$ cat src/rtl/cv_ram_pkg.sv
// Shared constants and helpers for the byte-enabled true dual-port RAM and its port front ends.
package cv_ram_pkg;

    localparam int WORD_W        = 32;
    localparam int BE_W          = 4;
    localparam int A_WIDTH_DEF   = 10;
    localparam int RSP_DEPTH_DEF = 2;

    // Pointer width for a power-of-two queue depth.
    function automatic int ptr_w(input int depth);
        return (depth > 1) ? $clog2(depth) : 1;
    endfunction

    // Counter width able to hold 0..depth inclusive.
    function automatic int cnt_w(input int depth);
        return $clog2(depth) + 1;
    endfunction

    function automatic logic req_is_write(input logic [BE_W-1:0] we);
        return |we;
    endfunction

endpackage

$ cat src/rtl/cv_sync_fifo.sv
// Single-clock circular-buffer FIFO with wrapping pointers and an occupancy count.
module cv_sync_fifo
    import cv_ram_pkg::*;
#(
    parameter int WIDTH = WORD_W,
    parameter int DEPTH = RSP_DEPTH_DEF,
    localparam int PTR_W = ptr_w(DEPTH),
    localparam int CNT_W = cnt_w(DEPTH)
) (
    input  logic             clk,
    input  logic             rst_n,
    input  logic             push,
    input  logic [WIDTH-1:0] push_data,
    input  logic             pop,
    output logic [WIDTH-1:0] pop_data,
    output logic [CNT_W-1:0] count
);

    logic [WIDTH-1:0] mem [DEPTH];
    logic [PTR_W-1:0] wr_ptr;
    logic [PTR_W-1:0] rd_ptr;
    logic             full;

    assign full = (count == CNT_W'(DEPTH));

    // The head is masked while empty so the output reads zero out of reset.
    assign pop_data = (count != '0) ? mem[rd_ptr] : '0;

    always_ff @(posedge clk or negedge rst_n) begin
        if (!rst_n) begin
            wr_ptr <= '0;
            rd_ptr <= '0;
            count  <= '0;
        end else begin
            if (push) wr_ptr <= wr_ptr + PTR_W'(1);
            if (pop)  rd_ptr <= rd_ptr + PTR_W'(1);
            case ({push, pop})
                2'b10:   count <= count + CNT_W'(1);
                2'b01:   count <= count - CNT_W'(1);
                default: count <= count;
            endcase
        end
    end

    always_ff @(posedge clk) begin
        if (push) mem[wr_ptr] <= push_data;
    end

    always_ff @(posedge clk) begin
        if (rst_n) begin
            assert (!(push && full && !pop)) else $error("cv_sync_fifo overflow");
            assert (!(pop && (count == '0))) else $error("cv_sync_fifo underflow");
        end
    end

endmodule

$ cat src/rtl/cv_tdpram_port_ctrl.sv
// Request/response front end for one port of the byte-enabled true dual-port RAM:
// posted writes, credit-limited reads, in-order read responses through a small FIFO.
module cv_tdpram_port_ctrl
    import cv_ram_pkg::*;
#(
    parameter int A_WIDTH   = A_WIDTH_DEF,
    parameter int RSP_DEPTH = RSP_DEPTH_DEF
) (
    input  logic               clk,
    input  logic               rst_n,
    // Handshakes: a beat transfers on a rising edge where valid and ready are both
    // high; a request is not taken back until accepted, and ready may depend on valid.
    input  logic               req_valid,
    output logic               req_ready,
    input  logic [A_WIDTH-1:0] req_addr,
    input  logic [BE_W-1:0]    req_we,
    input  logic [WORD_W-1:0]  req_wdata,
    output logic               rsp_valid,
    input  logic               rsp_ready,
    output logic [WORD_W-1:0]  rsp_rdata,
    output logic               ram_en,
    output logic [BE_W-1:0]    ram_we,
    output logic [A_WIDTH-1:0] ram_addr,
    output logic [WORD_W-1:0]  ram_wrdata,
    input  logic [WORD_W-1:0]  ram_rddata,
    output logic               busy
);

    localparam int CNT_W = cnt_w(RSP_DEPTH);

    logic             is_wr;
    logic             acc;
    logic             rd_acc;
    logic             rsp_fire;
    logic             inflight;
    logic [CNT_W-1:0] pend;
    logic [CNT_W-1:0] fifo_count;

    assign is_wr    = req_is_write(req_we);
    assign rsp_fire = rsp_valid & rsp_ready;

    // A response leaving this cycle frees a credit for a read arriving in the same
    // cycle, which is what keeps one read per cycle flowing at the minimum depth.
    assign req_ready = is_wr | (pend < CNT_W'(RSP_DEPTH)) | rsp_fire;

    assign acc    = req_valid & req_ready;
    assign rd_acc = acc & ~is_wr;

    assign ram_en     = acc;
    assign ram_we     = acc ? req_we    : '0;
    assign ram_addr   = acc ? req_addr  : '0;
    assign ram_wrdata = acc ? req_wdata : '0;

    always_ff @(posedge clk or negedge rst_n) begin
        if (!rst_n) begin
            inflight <= 1'b0;
            pend     <= '0;
        end else begin
            inflight <= rd_acc;
            case ({rd_acc, rsp_fire})
                2'b10:   pend <= pend + CNT_W'(1);
                2'b01:   pend <= pend - CNT_W'(1);
                default: pend <= pend;
            endcase
        end
    end

    // The RAM registers read data on the accept edge; it is captured one edge later.
    cv_sync_fifo #(
        .WIDTH (WORD_W),
        .DEPTH (RSP_DEPTH)
    ) u_rsp_fifo (
        .clk       (clk),
        .rst_n     (rst_n),
        .push      (inflight),
        .push_data (ram_rddata),
        .pop       (rsp_fire),
        .pop_data  (rsp_rdata),
        .count     (fifo_count)
    );

    assign rsp_valid = (fifo_count != '0);
    assign busy      = inflight | rsp_valid;

endmodule

$ cat config.mk
export PLATFORM = sky130hd
export DESIGN_NAME = cv_tdpram_port_ctrl
export DESIGN_NICKNAME = d
export VERILOG_FILES = /design/src/rtl/cv_ram_pkg.sv /design/src/rtl/cv_sync_fifo.sv /design/src/rtl/cv_tdpram_port_ctrl.sv
export SDC_FILE = /design/constraint.sdc
export NUM_CORES = 1
export LEC_CHECK = 0
export CAP_MARGIN = 30
export CORE_MARGIN = 2
export CORE_UTILIZATION = 30
export CTS_BUF_LIST = sky130_fd_sc_hd__clkbuf_16
export CTS_CLUSTER_SIZE = 40
export DETAILED_ROUTE_END_ITERATION = 6
export PLACE_DENSITY_LB_ADDON = 0.08
export RECOVER_POWER = 50
export SLEW_MARGIN = 25
export SYNTH_ARGS = -nofsm -noshare
export SYNTH_HDL_FRONTEND = slang
export SYNTH_SLANG_ARGS = --single-unit
$ cat constraint.sdc
create_clock -name clk -period 2.15 [get_ports clk]
set_input_delay 0.43 -clock clk [delete_from_list [all_inputs] [get_ports clk]]
set_output_delay 0.43 -clock clk [all_outputs]
set_load 0.005 [all_outputs]
==> qor.yml, run 1 <==
place.port_buffers: 163
r2r-end: "u_rsp_fifo.count[1]"
p_leak_uw: 0.002458
postSynthAreaPerCell_sq_um: 14.03
antenna_found_initial: 2
ys_ff_latch: 71
ys_top_cells_by_area: "edfxtp_1 (61%), mux2i_1 (10%), and3_1 (7.6%)"
fmax_mhz: 466.6
ios: 164
gp_congestion: 0.6680
nFillCells: 849
fin_crit_sh: 0.9969
yosysTopAreaCellShare: 0.6144
fin_tns_setup_ps: 0
seqPwrFrac: 0.321
cts_made_buffers: 9
drt-initial-drc-count: 123
wl_per_cell_um: 17.43
yosysTopAreaCell: "edfxtp_1"
grt_usage: 0.1663
vdd_drop_max_uv: 503.4
clock_sinks: 71
switching_share: 0.2857
gr-total-overflow: 0
arrival_ps: 1710
areaGrowthSynthToFinish_pct: 85.56
routed_wl_mm: 9.780
startpoint: "u_rsp_fifo.count[0]"
worst_pin_slew_ps: 456.8
crit_chain: "buf_4 > nor2_4 > buf_6 > nor2_1 > clkdlybuf4s50_1"
clk_path_buf_depth: 2
synth_cell_types: 20
r2r_cells: 7
hpwl_mm: 5.904
cts_max_level: 3
final-hold-violation-count: 0
path_class: "reg -> out"
synth-seq-area-share: 0.6704
cp_slowest_stage_delay_ps: 440
startpoint_type: "register"
end_kind: "primary output"
power.total_uw: 5210
viasPerCell: 4.633
dpl_cell_area_sq_um: 5000
outcome: "complete, no violations"
crit_slowest_cell: "clkdlybuf4s50_1"
dr.pass1.iters: 4
p_switching_uw: 1488
initial_core_util: 0.3057
final_util: 0.5673
drive_above_1_share: 0.3396
grtUsageMet2: 0.2976
ant_nets: 0
nets: 503
fin_skew_ps: 9.701
syn_nets: 307
crit-reg2reg-launch: "u_rsp_fifo.count[0]"
ff2ff_setup_slack_ps: 530
maxCapViolCount: 0
hp-class: "in -> async"
rsz0062_at_grt: "true"
core_area_sq_um: 10230
die-area_sq_um: 11260
crit_end: "rsp_rdata[18]"
met1_usage: 0.1833
fp-row-count: 37
die_h_um: 106.1
final_area_sq_um: 5804
setup_viol: 0
yosysWarnings: 0
drv_slew: 0
timing.hold.ws_ps: 447.3
slew_headroom: 0.6955
power_frac_comb: 0.396
clock_latency_ps: 330
cell_internal_pwr_uw: 3721
powerDensity_nw_per_um2: 897.5
use_met3: 0.05825
syn_area_sq_um: 3128
grt-busiest-layer: "met2"
grt_pass1_wl_mm: 14.17
grt_max_degree: 33
crit_required_ps: 1720
clkPwrFrac: 0.284
clock-root-buffer: "clkbuf_16"
fin_crit_ps: 2143
first_global_vias: 2628
synth_cells: 223
crit_fanout: 7
die_w_um: 106.1
drc: 0
cts_tree: "built"
cts.clk_slew.worst_paths_ps: 60
vias: 2599
routing by layer:
layer  share of wire  vias to the layer above
li1                -                     1210
met1            0.37                     1244
met2            0.52                      118
met3           0.070                       25
met4           0.034                        2
met5         0.00082                        -
layout by cell type, fill, tap and decap left out, drive strengths merged, types with 2 or more instances in the layout:
cell and instances:
ha 2, nand2 2, inv 6, dlygate4sd2 30
clkbuf 13, and3 43, xnor2 5, nand3 2
mux2i 32, dfrtp 7, and2 6, dlygate4sd3 33
clkdlybuf4s50 50, edfxtp 64, clkinv 2, nor2 36
dlymetal6s2s 3, buf 79, xor2 3
what timing repair did:
action	CTS	global route
hold buffers	0	0
setup buffers	16	4
cloned	7	2
gates resized for setup	269	39
endpoints found under the setup margin	81	49
pin swaps	17	10
state kept, by name, summed over array words and instances (netlist names):
| name | cells |
|---|---|
| inflight | 1 |
| pend | 2 |
| u_rsp_fifo.count | 2 |
| u_rsp_fifo.mem | 64 |
| u_rsp_fifo.rd_ptr | 1 |
| u_rsp_fifo.wr_ptr | 1 |
worst min-delay path by stage:
stage,from,end,slack [ps],cells past startpoint
finish,rst_n,pend[1],450,1
global route,rst_n,inflight,460,1
CTS,rst_n,pend[0],380,1
detailed placement,inflight,u_rsp_fifo.wr_ptr,480,1
global placement,inflight,u_rsp_fifo.wr_ptr,460,1
floorplan,rst_n,inflight,130,0
power groups by stage:
| stage | logic, uW | clock network (uW) | registers (uW) |
|---|---|---|---|
| 2_1_floorplan | 817 | 0 | 1670 |
| 3_3_place_gp | 1960 | 0 | 1690 |
| 3_5_place_dp | 1970 | 0 | 1690 |
| 4_1_cts | 1970 | 1520 | 1670 |
| 5_1_grt | 2240 | 1590 | 1680 |
| 6_report | 2060 | 1480 | 1670 |
cell families after synthesis:
logic type | count (synthesis) | share of synthesized area
xor gates and xnor gates | 8 | 0.02240
muxes | 32 | 0.1024
adders and majority gates | 2 | 0.007999
buffers and inverters | 19 | 0.03400
AOI/OAI and AO/OA | 1 | 0.002801
and+or+nand+nor | 90 | 0.1600
DFF | 71 | 0.6704
worst max-delay path: cells and delay by family (launching register included):
family        cells  cell delay [ps]
buf+inv           3              760
flops             1              410
simple gates      2              210
final cells by class:
class	instances	area (sq um)	area share
Inverter	3	11.26	0.001940
Tap cell	136	170.2	0.02932
Clock buffer	9	225.2	0.03880
Sequential cell	71	2098	0.3615
Clock inverter	7	77.57	0.01336
Antenna cell	1	2.502	0.0004311
Multi-Input combinational cell	133	1114	0.1919
Timing Repair Buffer	201	2106	0.3628
through the flow:
stage,setup slack (ps),std cells
floorplan,476.1,223
global placement,-486.2,519
detailed placement,-489.7,519
CTS,-81.41,558
global route,-77.26,560
finish,6.718,561
synthesized netlist by cell type (all sizes together):
library cell / instances
and2: 6
and3: 43
buf: 8
clkbuf: 8
dfrtp: 7
edfxtp: 64
ha: 2
inv: 3
mux2i: 32
nand2: 2
nand3: 2
nor2: 36
nor4: 1
o21ai: 1
xnor2: 5
xor2: 3
No activity file was read; power rests on OpenSTA's default activity.
==> run 2: changes to the inputs <==
SYNTH_HIERARCHICAL = 1   (was default)
==> qor.yml, run 2 <==
ys_top_cells_by_area: "edfxtp_1 (61%), mux2i_1 (10%), and3_1 (7.5%)"  # was edfxtp_1 (61%), mux2i_1 (10%), and3_1 (7.6%)
fp-row-count: 37  # unchanged
die_w_um: 106.6  # was 106.1 um
viasPerCell: 4.477  # was 4.633
gp_congestion: 0.7002  # was 0.6680
p_leak_uw: 0.002523  # was 0.002458 uW
clk_path_buf_depth: 2  # unchanged
cts_hold_buf: 0  # unchanged
reg.largest.list: "u_rsp_fifo/mem (64), pend (2), u_rsp_fifo/count (2)"  # was u_rsp_fifo.mem (64), pend (2), u_rsp_fifo.count (2)
end_kind: "primary output"  # unchanged
cts_tree: "built"  # unchanged
synthAdderAreaFrac: 0.007924  # was 0.008000
crit_required_ps: 1720  # about the same
cts_made_buffers: 9  # unchanged
synth_cell_types: 23  # was 20
slew_headroom: 0.3899  # was 0.6955
layout_setup_ws_ps: -36.65  # was 6.718 ps
vdd_drop_max_uv: 538.6  # was 503.4 uV
drt-initial-drc-count: 73  # was 123
clock_sinks: 71  # unchanged
drc: 0  # unchanged
fin_skew_ps: 5.320  # was 9.701 ps
synth_top_family_by_area: "simple AND/OR/NAND/NOR gates"  # unchanged
nFillCells: 881  # was 849
synth_cells: 223  # unchanged
gr-total-overflow: 0  # unchanged
rsz0062_at_grt: "true"  # unchanged
ant_nets: 0  # unchanged
outcome: "complete, but fails checks"  # was complete, no violations
routed_wl_mm: 9.100  # was 9.780 mm
grt_pass1_wl_mm: 13.59  # was 14.17 mm
final-hold-violation-count: 0  # unchanged
synthSimpleGateAreaFrac: 0.1613  # was 0.1600
synth_ff_type: "edfxtp_1"  # unchanged
crit_chain: "o21ai_2 > nand3_4 > buf_6 > buf_12 > buf_16 > and3_4 > buf_6"  # was buf_4 > nor2_4 > buf_6 > nor2_1 > clkdlybuf4s50_1
layout_commonest_cell: "edfxtp_1"  # unchanged
first_global_vias: 2652  # was 2,628
synth_xor_area_frac: 0.02219  # was 0.02240
place.port_buffers: 163  # unchanged
layout_common_cells: "edfxtp_1 (64), clkdlybuf4s50_1 (54), buf_6 (41), and3_4 (34), nor2_1 (34)"  # was edfxtp_1 (64), clkdlybuf4s50_1 (50), buf_6 (43)
synth_mux_area_frac: 0.1014  # was 0.1024
yosysMostFrequentCell: "edfxtp_1"  # unchanged
preCtsSetupSlack_ps: -526.0  # was -489.7 ps
fin_crit_ps: 2187  # was 2143 ps
maxCapViolCount: 0  # unchanged
timing.hold.ws_ps: 447.5  # was 447.3 ps
fin_crit_sh: 1.017  # was 0.9969
grt_max_degree: 33  # unchanged
arrival_ps: 1760  # was 1710 ps
synth-seq-area-share: 0.6640  # was 0.6704
nets: 499  # was 503
yosysTopAreaCell: "edfxtp_1"  # unchanged
crit_fanout: 6  # was 7
dr.pass1.iters: 4  # unchanged
clock-root-buffer: "clkbuf_16"  # unchanged
clock_latency_ps: 320  # was 330 ps
die_h_um: 106.6  # was 106.1 um
cp_slowest_stage_delay_ps: 400  # was 440 ps
powerDensity_nw_per_um2: 936.3  # was 897.5 nW/um^2
synth_compound_area_frac: 0.002773  # was 0.002800
antenna_found_initial: 2  # unchanged
cts.clk_slew.worst_paths_ps: 50  # was 60 ps
drive_above_1_share: 0.3238  # was 0.3396
die-area_sq_um: 11360  # was 11,260 sq um
wl_per_cell_um: 16.31  # was 17.43 um
synth.top_cells.by_count: "edfxtp_1 (64), and3_1 (38), nor2_1 (36)"  # unchanged
ys_ff_latch: 71  # unchanged
syn_area_sq_um: 3158  # was 3128 sq um
failed_checks: "negative setup slack"
hp-class: "in -> async"  # unchanged
setup_viol: 18  # was 0
regMostFlops: "u_rsp_fifo/mem"  # was u_rsp_fifo.mem
yosysTopAreaCellShare: 0.6086  # was 0.6144
initial_core_util: 0.3073  # was 0.3057
cts_max_level: 3  # unchanged
ios: 164  # unchanged
syn_nets: 307  # unchanged
crit_slowest_cell: "dfrtp_1"  # was clkdlybuf4s50_1
vias: 2498  # was 2,599
core_area_sq_um: 10280  # was 10,230 sq um
areaGrowthSynthToFinish_pct: 86.25  # was 85.56%
path_class: "reg -> out"  # unchanged
hpwl_mm: 5.757  # was 5.904 mm
synth-edff-count: 64  # unchanged
postSynthAreaPerCell_sq_um: 14.16  # was 14.03 sq um
fmax_mhz: 457.3  # was 466.6 MHz
worst_pin_slew_ps: 914.6  # was 456.8 ps
startpoint_type: "register"  # unchanged
final_util: 0.5723  # was 0.5673
largest_reg_flops: 64  # unchanged
grt_usage: 0.1571  # was 0.1663
synthArstFlopShare: 0.09859  # unchanged
yosysWarnings: 6  # was 0
drv_slew: 0  # unchanged
cp_common_cell: "buf_6"
-- run 2: final cells by class --
type | instances | area, sq um | area share
diodes | 2 | 5.005 | 0.0008509
clock buffers | 9 | 225.2 | 0.03829
clock inverters | 7 | 120.1 | 0.02042
inverters | 2 | 7.507 | 0.001276
multi-input cells | 134 | 1116 | 0.1897
flip-flops and latches | 71 | 2098 | 0.3567
well taps | 136 | 170.2 | 0.02893
repair buffers | 197 | 2140 | 0.3638
-- run 2: routing by layer --
layer / track usage / vias to the layer above / part of all wire
met1: 0.1810 / 1199 / 0.39
met2: 0.2816 / 83 / 0.54
met5: 0 / - / 0
li1: - / 1208 / -
met4: 0.06215 / 0 / 0.016
met3: 0.03587 / 8 / 0.056
-- run 2: critical path, delay by kind of cell (launching register included) --
family	cells	cell delay, ps
AOI/OAI and AO/OA	1	210
buffers and inverters	4	520
DFF	1	400
and+or+nand+nor	2	310
-- run 2: logic make-up (layout without fill, tap and decap cells) --
kind of cell,Yosys count,count (layout)
simple gates,91,91
flops,71,71
mux,32,32
buf+inv,18,215
xor+xnor,8,8
fa+ha+maj,2,2
compound gates,1,1
other cells,0,2
-- run 2: final timing paths --
check / slack, ps / cells after the start / startpoint / end
max: -40 / 7 / u_rsp_fifo/count[1] / ram_wrdata[21]
min: 450 / 1 / rst_n / u_rsp_fifo/count[0]
max reg2reg: 410 / 2 / u_rsp_fifo/wr_ptr / u_rsp_fifo/mem[1][23]
min reg2reg: 500 / 1 / pend[0] / pend[0]
max in group asynchronous: 1430 / 1 / rst_n / u_rsp_fifo/rd_ptr
min in group clk: 500 / 1 / pend[0] / pend[0]
-- run 2: power by group --
group	switching [uW]	total (uW)	internal, uW
combinational	835	2150	1310
clock	554	1690	1140
sequential	75.9	1670	1590
-- run 2: what timing repair did --
action                     in CTS  in global routing
pin swaps                      16                 13
setup endpoints to repair      61                 60
gates cloned                    7                  2
buffers inserted                6                  9
gates resized for setup       229                 59
-- run 2: through the flow --
| stage | TNS, ps | cell area [sq um] | total power [uW] | std cells |
|---|---|---|---|---|
| global route | -2811 | 5882 | 5814 | 558 |
| finish | -365.8 | 5882 | 5507 | 558 |
| CTS | -515.0 | 5535 | 5400 | 546 |
| floorplan | 0 | 3161 | 2549 | 223 |
| detailed placement | -21130 | 5002 | 3669 | 517 |
| global placement | -19900 | 5002 | 3669 | 517 |
